**config.mk**
```make
export PLATFORM = sky130hd
export DESIGN_NAME = ex_flags_stage
export DESIGN_NICKNAME = d
export VERILOG_FILES = /design/src/rtl/ex_flags_stage.sv
export SDC_FILE = /design/constraint.sdc
export NUM_CORES = 1
export LEC_CHECK = 0
export CORE_ASPECT_RATIO = 0.75
export CORE_MARGIN = 2
export CORE_UTILIZATION = 28
export DETAILED_ROUTE_END_ITERATION = 8
export PLACE_DENSITY = 0.68
export SETUP_SLACK_MARGIN = 0.5
export SYNTH_ARGS = -nofsm -noshare
export SYNTH_HDL_FRONTEND = slang
export SYNTH_SLANG_ARGS = --single-unit
```
**constraint.sdc**
```tcl
create_clock -name clk -period 4.6 [get_ports clk]
set_input_delay 0.46 -clock clk [delete_from_list [all_inputs] [get_ports clk]]
set_output_delay 0.46 -clock clk [all_outputs]
set_load 0.01 [all_outputs]
```
**src/rtl/ex_flags_stage.sv**
```systemverilog
// EX->MEM boundary: registers ALU result, owns the NZVC flags and
// resolves branches, squashing the instruction behind a taken branch.
module ex_flags_stage #(
   parameter int WIDTH = 64
) (
   input  logic             clk,
   input  logic             reset,
   input  logic [WIDTH-1:0] alu_result,
   input  logic             alu_negative,
   input  logic             alu_zero,
   input  logic             alu_overflow,
   input  logic             alu_carry,
   input  logic             valid_in,
   input  logic             set_flags,
   input  logic [1:0]       br_type,
   input  logic [3:0]       cond,
   input  logic             stall,
   input  logic             flush,
   output logic [WIDTH-1:0] result_q,
   output logic             valid_q,
   output logic [3:0]       flags_q,
   output logic             branch_taken_q,
   output logic             squash_active
);

   typedef enum logic {
      NORMAL = 1'b0,
      SQUASH = 1'b1
   } state_t;

   state_t state_q, state_d;

   logic f_n, f_z, f_v, f_c;
   logic cond_ok;
   logic take;
   logic accept;

   assign {f_n, f_z, f_v, f_c} = flags_q;
   assign squash_active = (state_q == SQUASH);
   assign accept = valid_in & ~stall & ~flush & ~squash_active;

   // B.cond reads the architectural register, never the live ALU flags
   always_comb begin
      cond_ok = 1'b0;
      unique case (cond)
         4'h0: cond_ok = f_z;
         4'h1: cond_ok = ~f_z;
         4'h2: cond_ok = f_c;
         4'h3: cond_ok = ~f_c;
         4'h4: cond_ok = f_n;
         4'h5: cond_ok = ~f_n;
         4'h6: cond_ok = f_v;
         4'h7: cond_ok = ~f_v;
         4'h8: cond_ok = f_c & ~f_z;
         4'h9: cond_ok = ~(f_c & ~f_z);
         4'hA: cond_ok = (f_n == f_v);
         4'hB: cond_ok = (f_n != f_v);
         4'hC: cond_ok = ~f_z & (f_n == f_v);
         4'hD: cond_ok = ~(~f_z & (f_n == f_v));
         4'hE: cond_ok = 1'b1;
         4'hF: cond_ok = 1'b1;
         default: cond_ok = 1'b0;
      endcase
   end

   always_comb begin
      take = 1'b0;
      unique case (br_type)
         2'b00: take = 1'b0;
         2'b01: take = 1'b1;
         2'b10: take = alu_zero;
         2'b11: take = cond_ok;
         default: take = 1'b0;
      endcase
   end

   always_comb begin
      state_d = state_q;
      if (flush) begin
         state_d = NORMAL;
      end else if (!stall) begin
         unique case (state_q)
            NORMAL: if (accept && take) state_d = SQUASH;
            SQUASH: state_d = NORMAL;
            default: state_d = NORMAL;
         endcase
      end
   end

   always_ff @(posedge clk or posedge reset) begin
      if (reset) begin
         state_q <= NORMAL;
      end else begin
         state_q <= state_d;
      end
   end

   always_ff @(posedge clk or posedge reset) begin
      if (reset) begin
         result_q       <= '0;
         valid_q        <= 1'b0;
         branch_taken_q <= 1'b0;
         flags_q        <= 4'b0000;
      end else if (flush || !stall) begin
         valid_q        <= accept;
         branch_taken_q <= accept & take;
         if (accept) begin
            result_q <= alu_result;
         end
         if (accept && set_flags) begin
            flags_q <= {alu_negative, alu_zero,
                        alu_overflow, alu_carry};
         end
      end
   end

endmodule

```
* Word level (Yosys, flattened, before mapping)
Cells that the tools add are included.
** Operators by class
- Equal/unequal tests :: 21
- Muxes and demuxes :: 6
- Bitwise gates (word level) :: 15
- Reduce and logical (&&, ||, !) cells :: 9
** Operators by type and width (number)
- == test 4 bit, second input constant :: 8
- == test 4 x 3 -> 1 bit, second input constant :: 4
- case mux 1 bit (15 select lines) :: 1
- NOT 1 bit :: 9
- == test 4 x 2 -> 1 bit, second input constant :: 2
- bitwise AND 1 bit :: 6
- == test 2 bit, second input constant :: 2
- == test 4 x 1 -> 1 bit, second input constant :: 1
- zero test 4 bit :: 1
- case mux 1 bit (4 select lines) :: 1
- AND reduction 2 bit :: 2
- 2-to-1 mux 1 bit :: 3
- == test 2 x 1 -> 1 bit, second input constant :: 1
- logical AND 1 bit :: 2
- zero test 2 bit :: 1
- inequality test 2 x 1 -> 1 bit, second input constant :: 1
- case mux 1 bit (2 select lines) :: 1
- OR reduction 2 bit :: 1
- == test 1 bit :: 1
- zero test 1 bit :: 1
- logical OR 1 bit :: 1
- inequality test 1 bit :: 1
** Word-level totals
- Register bits :: 71
- Input port bits :: 80
- Output and inout bits :: 71
- Logic and storage cells :: 56

* Depth between registers and ports, before layout
Gate-level depths: netlist of the first run.
- Depth in word-level cells :: 10
- Gate-level depth with buffers :: 6
- Gate-level depth less buffers :: 5

* Worst setup path before layout of the first run
No wires, ideal clock.
- Path kind :: input -> register
- From :: input flush
- To :: register result_q[47]
- Setup time :: 0.117 ns
- Arrival :: 1.444 ns
- Data required time :: 4.483 ns
- Path slack :: 3.040 ns
- Cell stages on the path :: 6
- Path buffers :: 3
- Path through :: or4b_1 > clkbuf_1 > buf_6 > buf_6 > nand2_1 > nand2_1
** Between the ends
- Word-level cells in the longest chain between the ends :: 4
- Elaborated cells between the ends (all ways) :: 5
- Those cells by class :: 3 x bitwise; 2 x reduce/logical
** Ends and longest elaborated chain
- start, declared :: line 18 : input logic flush,
- NOT 1 bit :: line 40 : assign accept = valid_in & ~stall & ~flush & ~squash_active;
- bitwise AND 1 bit (2 in series) :: line 40
- AND reduction 2 bit (no line) *
- end signal, assigned :: line 108 : result_q <= alu_result;
- end, declared :: line 19 : output logic [WIDTH-1:0] result_q,
Mark *: on every way between the ends. The rest lies on a longest branch, timed or not.
A chain may end at the register's enable or synchronous reset.

* Worst setup path in the final report of the first run
- From :: input flush
- To :: register flags_q[3]
** Between the ends
- Word-level cells in the longest chain between the ends :: 5
- Elaborated cells between the ends (all ways) :: 6
- Those cells by class :: 3 x bitwise; 3 x reduce/logical
** Ends and longest elaborated chain
- NOT 1 bit :: line 40
- bitwise AND 1 bit (2 in series) :: line 40
- logical AND 1 bit :: line 110 : if (accept && set_flags) begin
- AND reduction 2 bit (no line) *
- end signal, assigned :: line 111 : flags_q <= {alu_negative, alu_zero,
- end, declared :: line 21 : output logic [3:0] flags_q,
Marked as above.

==> flow_metrics.env, run 1 <==
export IMPL_sinks_on_the_clock_net=71
export IMPL_grt_antenna_before_repair=0
export IMPL_fin_area_sq_um=4830
export IMPL_number_of_top_level_pins=151
export IMPL_htree_levels=3
export IMPL_detail_route_antenna_nets=0
export IMPL_critPathArrivalTime_ns=2.36
export IMPL_via_count=2647
export IMPL_r2r_setup_slack_ns=2.60
export IMPL_vias_in_the_first_global_route=2658
export IMPL_synth_cell_type_count=30
export IMPL_global_route_usage_met1_pct=18.0
export IMPL_ys_ff_latch=71
export IMPL_max_cap_violations=0
export IMPL_num_antenna_cells=0
export IMPL_initial_utilization_pct=28.8
export IMPL_worst_ir_drop_vdd_mv=0.190
export IMPL_drive_above_1_share_pct=6.02
export IMPL_vias_per_cell=4.28
export IMPL_critical_path_slowest_cell="buf_4"
export IMPL_synth_yosys_seq_area_share_pct=60.2
export IMPL_clock_skew_ns=0.00397
export IMPL_cpPeakStageDelay_ns=0.57
export IMPL_syn_nets=410
export IMPL_drt_first_pass_iters=4
export IMPL_drt_iter0_markers=106
export IMPL_worstHoldEndpoint="result_q[3]$_DFFE_PP0P_"
export IMPL_detailedPlace_worstSlack_ns=2.09
export IMPL_fin_crit_sh_pct=46.9
export IMPL_average_footprint_of_a_synthesized_cell_sq_um=8.94
export IMPL_critical_path_max_fanout=65
export IMPL_placement_rows=32
export IMPL_later_pin_clock_latency_in_the_skew_report_ns=0.32
export IMPL_synth_main_ff_cell="dfrtp_1"
export IMPL_chipWidth_microns=123
export IMPL_syn_instance_count=330
export IMPL_ys_warn_count=0
export IMPL_grt_max_degree=68
export IMPL_dp_cells=602
export IMPL_tritoncts="built"
export IMPL_power_density_nw_per_um2=417
export IMPL_tightest_slew_ns=0.665
export IMPL_finalWorstSetupSlack_ns=2.44
export IMPL_route_final_wire_length_microns=7840
export IMPL_global_route_usage_met3_pct=5.23
export IMPL_synth_enable_flop_cells=0
export IMPL_post_cts_resized_instances=0
export IMPL_cts_repair_timing_setup_buffer_count=0
export IMPL_slew_viol_final=0
export IMPL_grt_met2_use_pct=22.5
export IMPL_setup_worst_path_start_class="input port"
export IMPL_max_freq_mhz=463
export IMPL_die_height_microns=92.9
export IMPL_path_depth_of_the_worst_reg2reg_path=4
export IMPL_numPortBuffers=150
export IMPL_timing_rr_start="squash_active$_DFFE_PP0P_"
export IMPL_gr_total_overflow=0
export IMPL_final_weighted_congestion_of_routability_driven_global_placement=0.736
export IMPL_final_hold_violation_count=0
export IMPL_cts_inserted_buffers=9
export IMPL_filler_free_cell_count_of_the_finished_design=618
export IMPL_area_added_between_synthesis_and_finish_pct=63.7
export IMPL_leakagePower_nw=2.30
export IMPL_status="complete, no violations"
export IMPL_rsz0062_at_grt="false"
export IMPL_worst_setup_path_end_kind="flip-flop"
export IMPL_critical_path_class="in -> reg"
export IMPL_global_route_usage_total_pct=14.3
export IMPL_min_delay_path_class="reg -> reg"
export IMPL_busiest_layer="met2"
export IMPL_drc_errors=0
export IMPL_setup_total_negative_slack_ns=0
export IMPL_final_setup_viol_count=0
export IMPL_netlist_area_sq_um=2950
export IMPL_post_drt_wl_per_cell_microns=12.7
export IMPL_regToRegEndpoint="flags_q[3]$_DFFE_PP0P_"
export IMPL_cts_clk_slew_worst_paths_ns=0.06
export IMPL_cts_root_buf="clkbuf_16"
export IMPL_longest_clk_path_bufs=2
export IMPL_placeable_core_region_sq_um=10200
export IMPL_layout_nets=557
export IMPL_grt_pass1_wl_microns=12600
export IMPL_crit_chain="clkdlybuf4s50_1, nor4b_2, buf_4, nand2_1, mux2_2"
export IMPL_whs_path_depth=2
export IMPL_dpl_instance_area_sq_um=4540
export IMPL_synth_async_reset_ratio_pct=100
export IMPL_die_area_sq_um=11400
export IMPL_cts_hold_buf=0
export IMPL_slew_headroom_pct=55.7
export IMPL_worst_hold_startpoint="result_q[3]$_DFFE_PP0P_"
export IMPL_finalCriticalPeriod_ns=2.16
export IMPL_required_ns=4.80
export IMPL_detailedPlacementHpwl_microns=5600
-- placed cells by master, fill, tap and decap left out, types with 2 or more instances in the layout --
cell	n
inv_1	3
o31ai_1	2
dfrtp_1	71
nand2_1	200
clkdlybuf4s50_1	150
xor2_1	2
mux2_2	6
nand2b_1	2
a21oi_1	4
clkinvlp_4	3
nor3b_1	2
clkbuf_8	2
nor2b_1	2
clkbuf_16	9
buf_4	3
inv_6	2
-- critical path, delay by kind of cell --
| kind | cells | cell delay, ns |
|---|---|---|
| AND/OR/NAND/NOR | 2 | 0.54 |
| buffers and inverters | 2 | 1.03 |
| multiplexers | 1 | 0.33 |
-- power breakdown --
part	total (mW)	internal (mW)	switching, mW	leakage (nW)
clock network	0.658	0.398	0.260	0.135
registers	0.822	0.742	0.0806	0.887
logic	0.531	0.317	0.214	1.27
total	2.01	1.46	0.555	2.30
-- cells by family (layout without fill, tap and decap cells) --
logic type | count (synthesis) | after routing | synth area share, %
buffers and inverters | 21 | 173 | 4.37
XOR/XNOR | 2 | 2 | 0.594
multiplexers | 6 | 6 | 2.29
AND/OR/NAND/NOR | 217 | 217 | 29.5
AO/OA/AOI/OAI | 13 | 13 | 2.97
flip-flops | 71 | 71 | 60.2
-- routing by layer --
layer / up-vias / share of wire, %
met5: - / 0
met4: 0 / 1.8
met3: 12 / 8.0
met2: 99 / 45
met1: 1217 / 45
li1: 1319 / -
-- registers in the layout, indices dropped and copies added (netlist names) --
register / cells
branch_taken_q: 1
flags_q: 4
squash_active: 1
valid_q: 1
result_q: 64
-- worst max-delay path by stage --
stage           from                         end  slack, ns  cells after the start
2_1_floorplan  reset  branch_taken_q$_DFFE_PP0P_       2.34                      1
3_3_place_gp   flush   squash_active$_DFFE_PP0P_       2.17                      6
3_5_place_dp   flush      flags_q[3]$_DFFE_PP0P_       2.09                      5
4_1_cts        flush      flags_q[3]$_DFFE_PP0P_       2.43                      5
5_1_grt        flush  branch_taken_q$_DFFE_PP0P_       2.32                      6
6_report       flush      flags_q[3]$_DFFE_PP0P_       2.44                      5
-- synthesized netlist by cell type (all sizes together), types with 4 or more instances --
| cell | count | area (sq um) |
|---|---|---|
| nand2 | 200 | 751 |
| dfrtp | 71 | 1780 |
| buf | 15 | 106 |
| mux2 | 6 | 67.6 |
| a21oi | 4 | 20.0 |
| inv | 4 | 15.0 |
-- per-stage QoR --
| stage | hold slack (ns) | util (%) | power (mW) |
|---|---|---|---|
| finish | 0.467 | 47.1 | 2.01 |
| global route | 0.490 | 47.1 | 2.14 |
| CTS | 0.475 | 47.1 | 2.05 |
| detailed placement | 0.461 | 44.3 | 1.37 |
| global placement | 0.458 | 44.3 | 1.36 |
| floorplan | 0.508 | - | 1.02 |
-- cell type report --
class | count | area [sq um]
fill | 980 | 5420
sequential | 71 | 1780
timing repair buffer | 153 | 1520
multi-input combinational | 238 | 1050
clock buffer | 11 | 253
tap | 136 | 170
clock inverter | 5 | 40.0
inverter | 4 | 15.0
No activity file was read; power rests on OpenSTA's default activity.
==> inputs of run 2 (changes only) <==
clock period = 2 ns   (was 4.6 ns; I/O delays follow)
==> flow_metrics.env, run 2 (synthesis results as in run 1) <==
export IMPL_worst_setup_path_end_kind="flip-flop"
export IMPL_max_flop_register="result_q"
export IMPL_layout_cells_most_common="nand2_1"
export IMPL_die_height_microns=92.9
export IMPL_max_cap_violations=0
export IMPL_final_weighted_congestion_of_routability_driven_global_placement=0.737
export IMPL_r2r_setup_slack_ns=0.49
export IMPL_detail_route_antenna_nets=0
export IMPL_later_pin_clock_latency_in_the_skew_report_ns=0.33
export IMPL_drc_errors=0
export IMPL_biggestRegsByFlops="result_q (64), flags_q (4)"
export IMPL_power_density_nw_per_um2=924
export IMPL_die_area_sq_um=11400
export IMPL_filler_free_cell_count_of_the_finished_design=638
export IMPL_chipWidth_microns=123
export IMPL_most_frequent_cells_in_the_layout="nand2_1 (197), clkdlybuf4s50_1 (143), dfrtp_1 (67)"
export IMPL_numPortBuffers=150
export IMPL_drt_iter0_markers=89
export IMPL_rsz0062_at_grt="true"
export IMPL_final_setup_viol_count=0
export IMPL_gr_total_overflow=0
export IMPL_detailedPlace_worstSlack_ns=0.0568
export IMPL_status="complete, no violations"
export IMPL_setup_total_negative_slack_ns=0
export IMPL_slew_headroom_pct=72.3
export IMPL_busiest_layer="met2"
export IMPL_num_antenna_cells=0
export IMPL_post_drt_wl_per_cell_microns=14.6
export IMPL_route_final_wire_length_microns=9340
export IMPL_fin_area_sq_um=5230
export IMPL_cts_clk_slew_worst_paths_ns=0.06
export IMPL_via_count=2798
export IMPL_critical_path_class="in -> reg"
export IMPL_tritoncts="built"
export IMPL_final_hold_violation_count=0
export IMPL_slew_viol_final=0
export IMPL_sinks_on_the_clock_net=71
export IMPL_fin_crit_sh_pct=77.2
export IMPL_initial_utilization_pct=28.8
export IMPL_number_of_top_level_pins=151
export IMPL_min_delay_path_class="in -> async"
export IMPL_critical_path_max_fanout=6
export IMPL_cts_hold_buf=0
export IMPL_global_route_usage_met3_pct=5.97
export IMPL_htree_levels=3
export IMPL_holdWs_ns=0.190
export IMPL_vias_in_the_first_global_route=2788
export IMPL_layout_nets=577
export IMPL_max_freq_mhz=648
export IMPL_tightest_slew_ns=0.409
export IMPL_global_route_usage_met1_pct=19.7
export IMPL_placement_rows=32
export IMPL_clock_skew_ns=0.00323
export IMPL_dpl_instance_area_sq_um=4610
export IMPL_dp_cells=608
export IMPL_grt_pass1_wl_microns=13600
export IMPL_required_ns=2.26
export IMPL_worst_ir_drop_vdd_mv=0.510
export IMPL_total_of_fill_cells_in_the_finished_design=950
export IMPL_grt_antenna_before_repair=0
export IMPL_area_added_between_synthesis_and_finish_pct=77.5
export IMPL_grt_max_degree=61
export IMPL_vias_per_cell=4.39
export IMPL_cts_inserted_buffers=9
export IMPL_largest_reg_flops=64
export IMPL_finalCriticalPeriod_ns=1.54
export IMPL_drive_above_1_share_pct=12.0
export IMPL_grt_met2_use_pct=24.4
export IMPL_drt_first_pass_iters=4
export IMPL_longest_clk_path_bufs=2
export IMPL_detailedPlacementHpwl_microns=5760
export IMPL_global_route_usage_total_pct=15.4
export IMPL_cts_root_buf="clkbuf_16"
export IMPL_finalWorstSetupSlack_ns=0.456
export IMPL_setup_worst_path_start_class="input port"
export IMPL_placeable_core_region_sq_um=10200
export IMPL_critPathArrivalTime_ns=1.81
export IMPL_leakagePower_nw=2.53
==> run 2: changes by cell type in the layout (fill, tap and decap cells not counted), moves of 3 or more <==
cell,previous run,this run
buf_4,3,10
clkdlybuf4s50_1,150,143
buf_12,0,4
clkbuf_16,9,13
dfrtp_1,71,67
dfrtp_2,0,4
dlymetal6s2s_1,0,4
dlygate4sd2_1,0,3
nand2_1,200,197
nand2_2,0,3
==> run 2: power by group <==
part | switching (mW) | internal, mW
registers | 0.171 | 1.71
clock network | 0.615 | 1.00
logic | 0.542 | 0.795
total | 1.33 | 3.51
==> run 2: critical path, stage by stage <==
cell	delay [ns]
clkdlybuf4s50_1	0.49
or4b_4	0.69
buf_12	0.19
nor2_4	0.11
a21oi_1	0.05
nand2_1	0.07
==> run 2: final cells by class <==
class	count	area, sq um	area share, %
Clock buffer	10	239	4.57
Tap cell	136	170	3.25
Multi-Input combinational cell	239	1110	21.2
Timing Repair Buffer	172	1850	35.3
Sequential cell	71	1780	34.0
Inverter	4	18.8	0.359
Clock inverter	6	68.8	1.31
==> run 2: per-stage QoR <==
| step | power (mW) | util, % |
|---|---|---|
| 2_1_floorplan | 2.34 | - |
| 3_3_place_gp | 3.14 | 45.0 |
| 3_5_place_dp | 3.16 | 45.0 |
| 4_1_cts | 4.84 | 48.5 |
| 5_1_grt | 5.13 | 51.1 |
| 6_report | 4.84 | 51.1 |
==> run 2: worst paths after layout <==
check,to,depth (start not counted),start
min in group clk,result_q[57]$_DFFE_PP0P_,3,alu_result[57]
max in group asynchronous,result_q[35]$_DFFE_PP0P_,3,reset
max reg2reg,squash_active$_DFFE_PP0P_,5,squash_active$_DFFE_PP0P_
min reg2reg,result_q[53]$_DFFE_PP0P_,2,result_q[53]$_DFFE_PP0P_
max,squash_active$_DFFE_PP0P_,6,stall
min,result_q[34]$_DFFE_PP0P_,2,reset
==> run 2: layer usage <==
| metal | up-vias | share of wire, % |
|---|---|---|
| met5 | - | 0 |
| met4 | 0 | 0.91 |
| met3 | 11 | 8.1 |
| met2 | 103 | 46 |
| met1 | 1317 | 45 |
| li1 | 1367 | - |
==> run 2: repair_timing <==
action	in CTS	in global routing
endpoints found under the setup margin	71	72
cloned	1	8
setup buffers	3	2
resized for setup	10	22
pin swaps	1	2
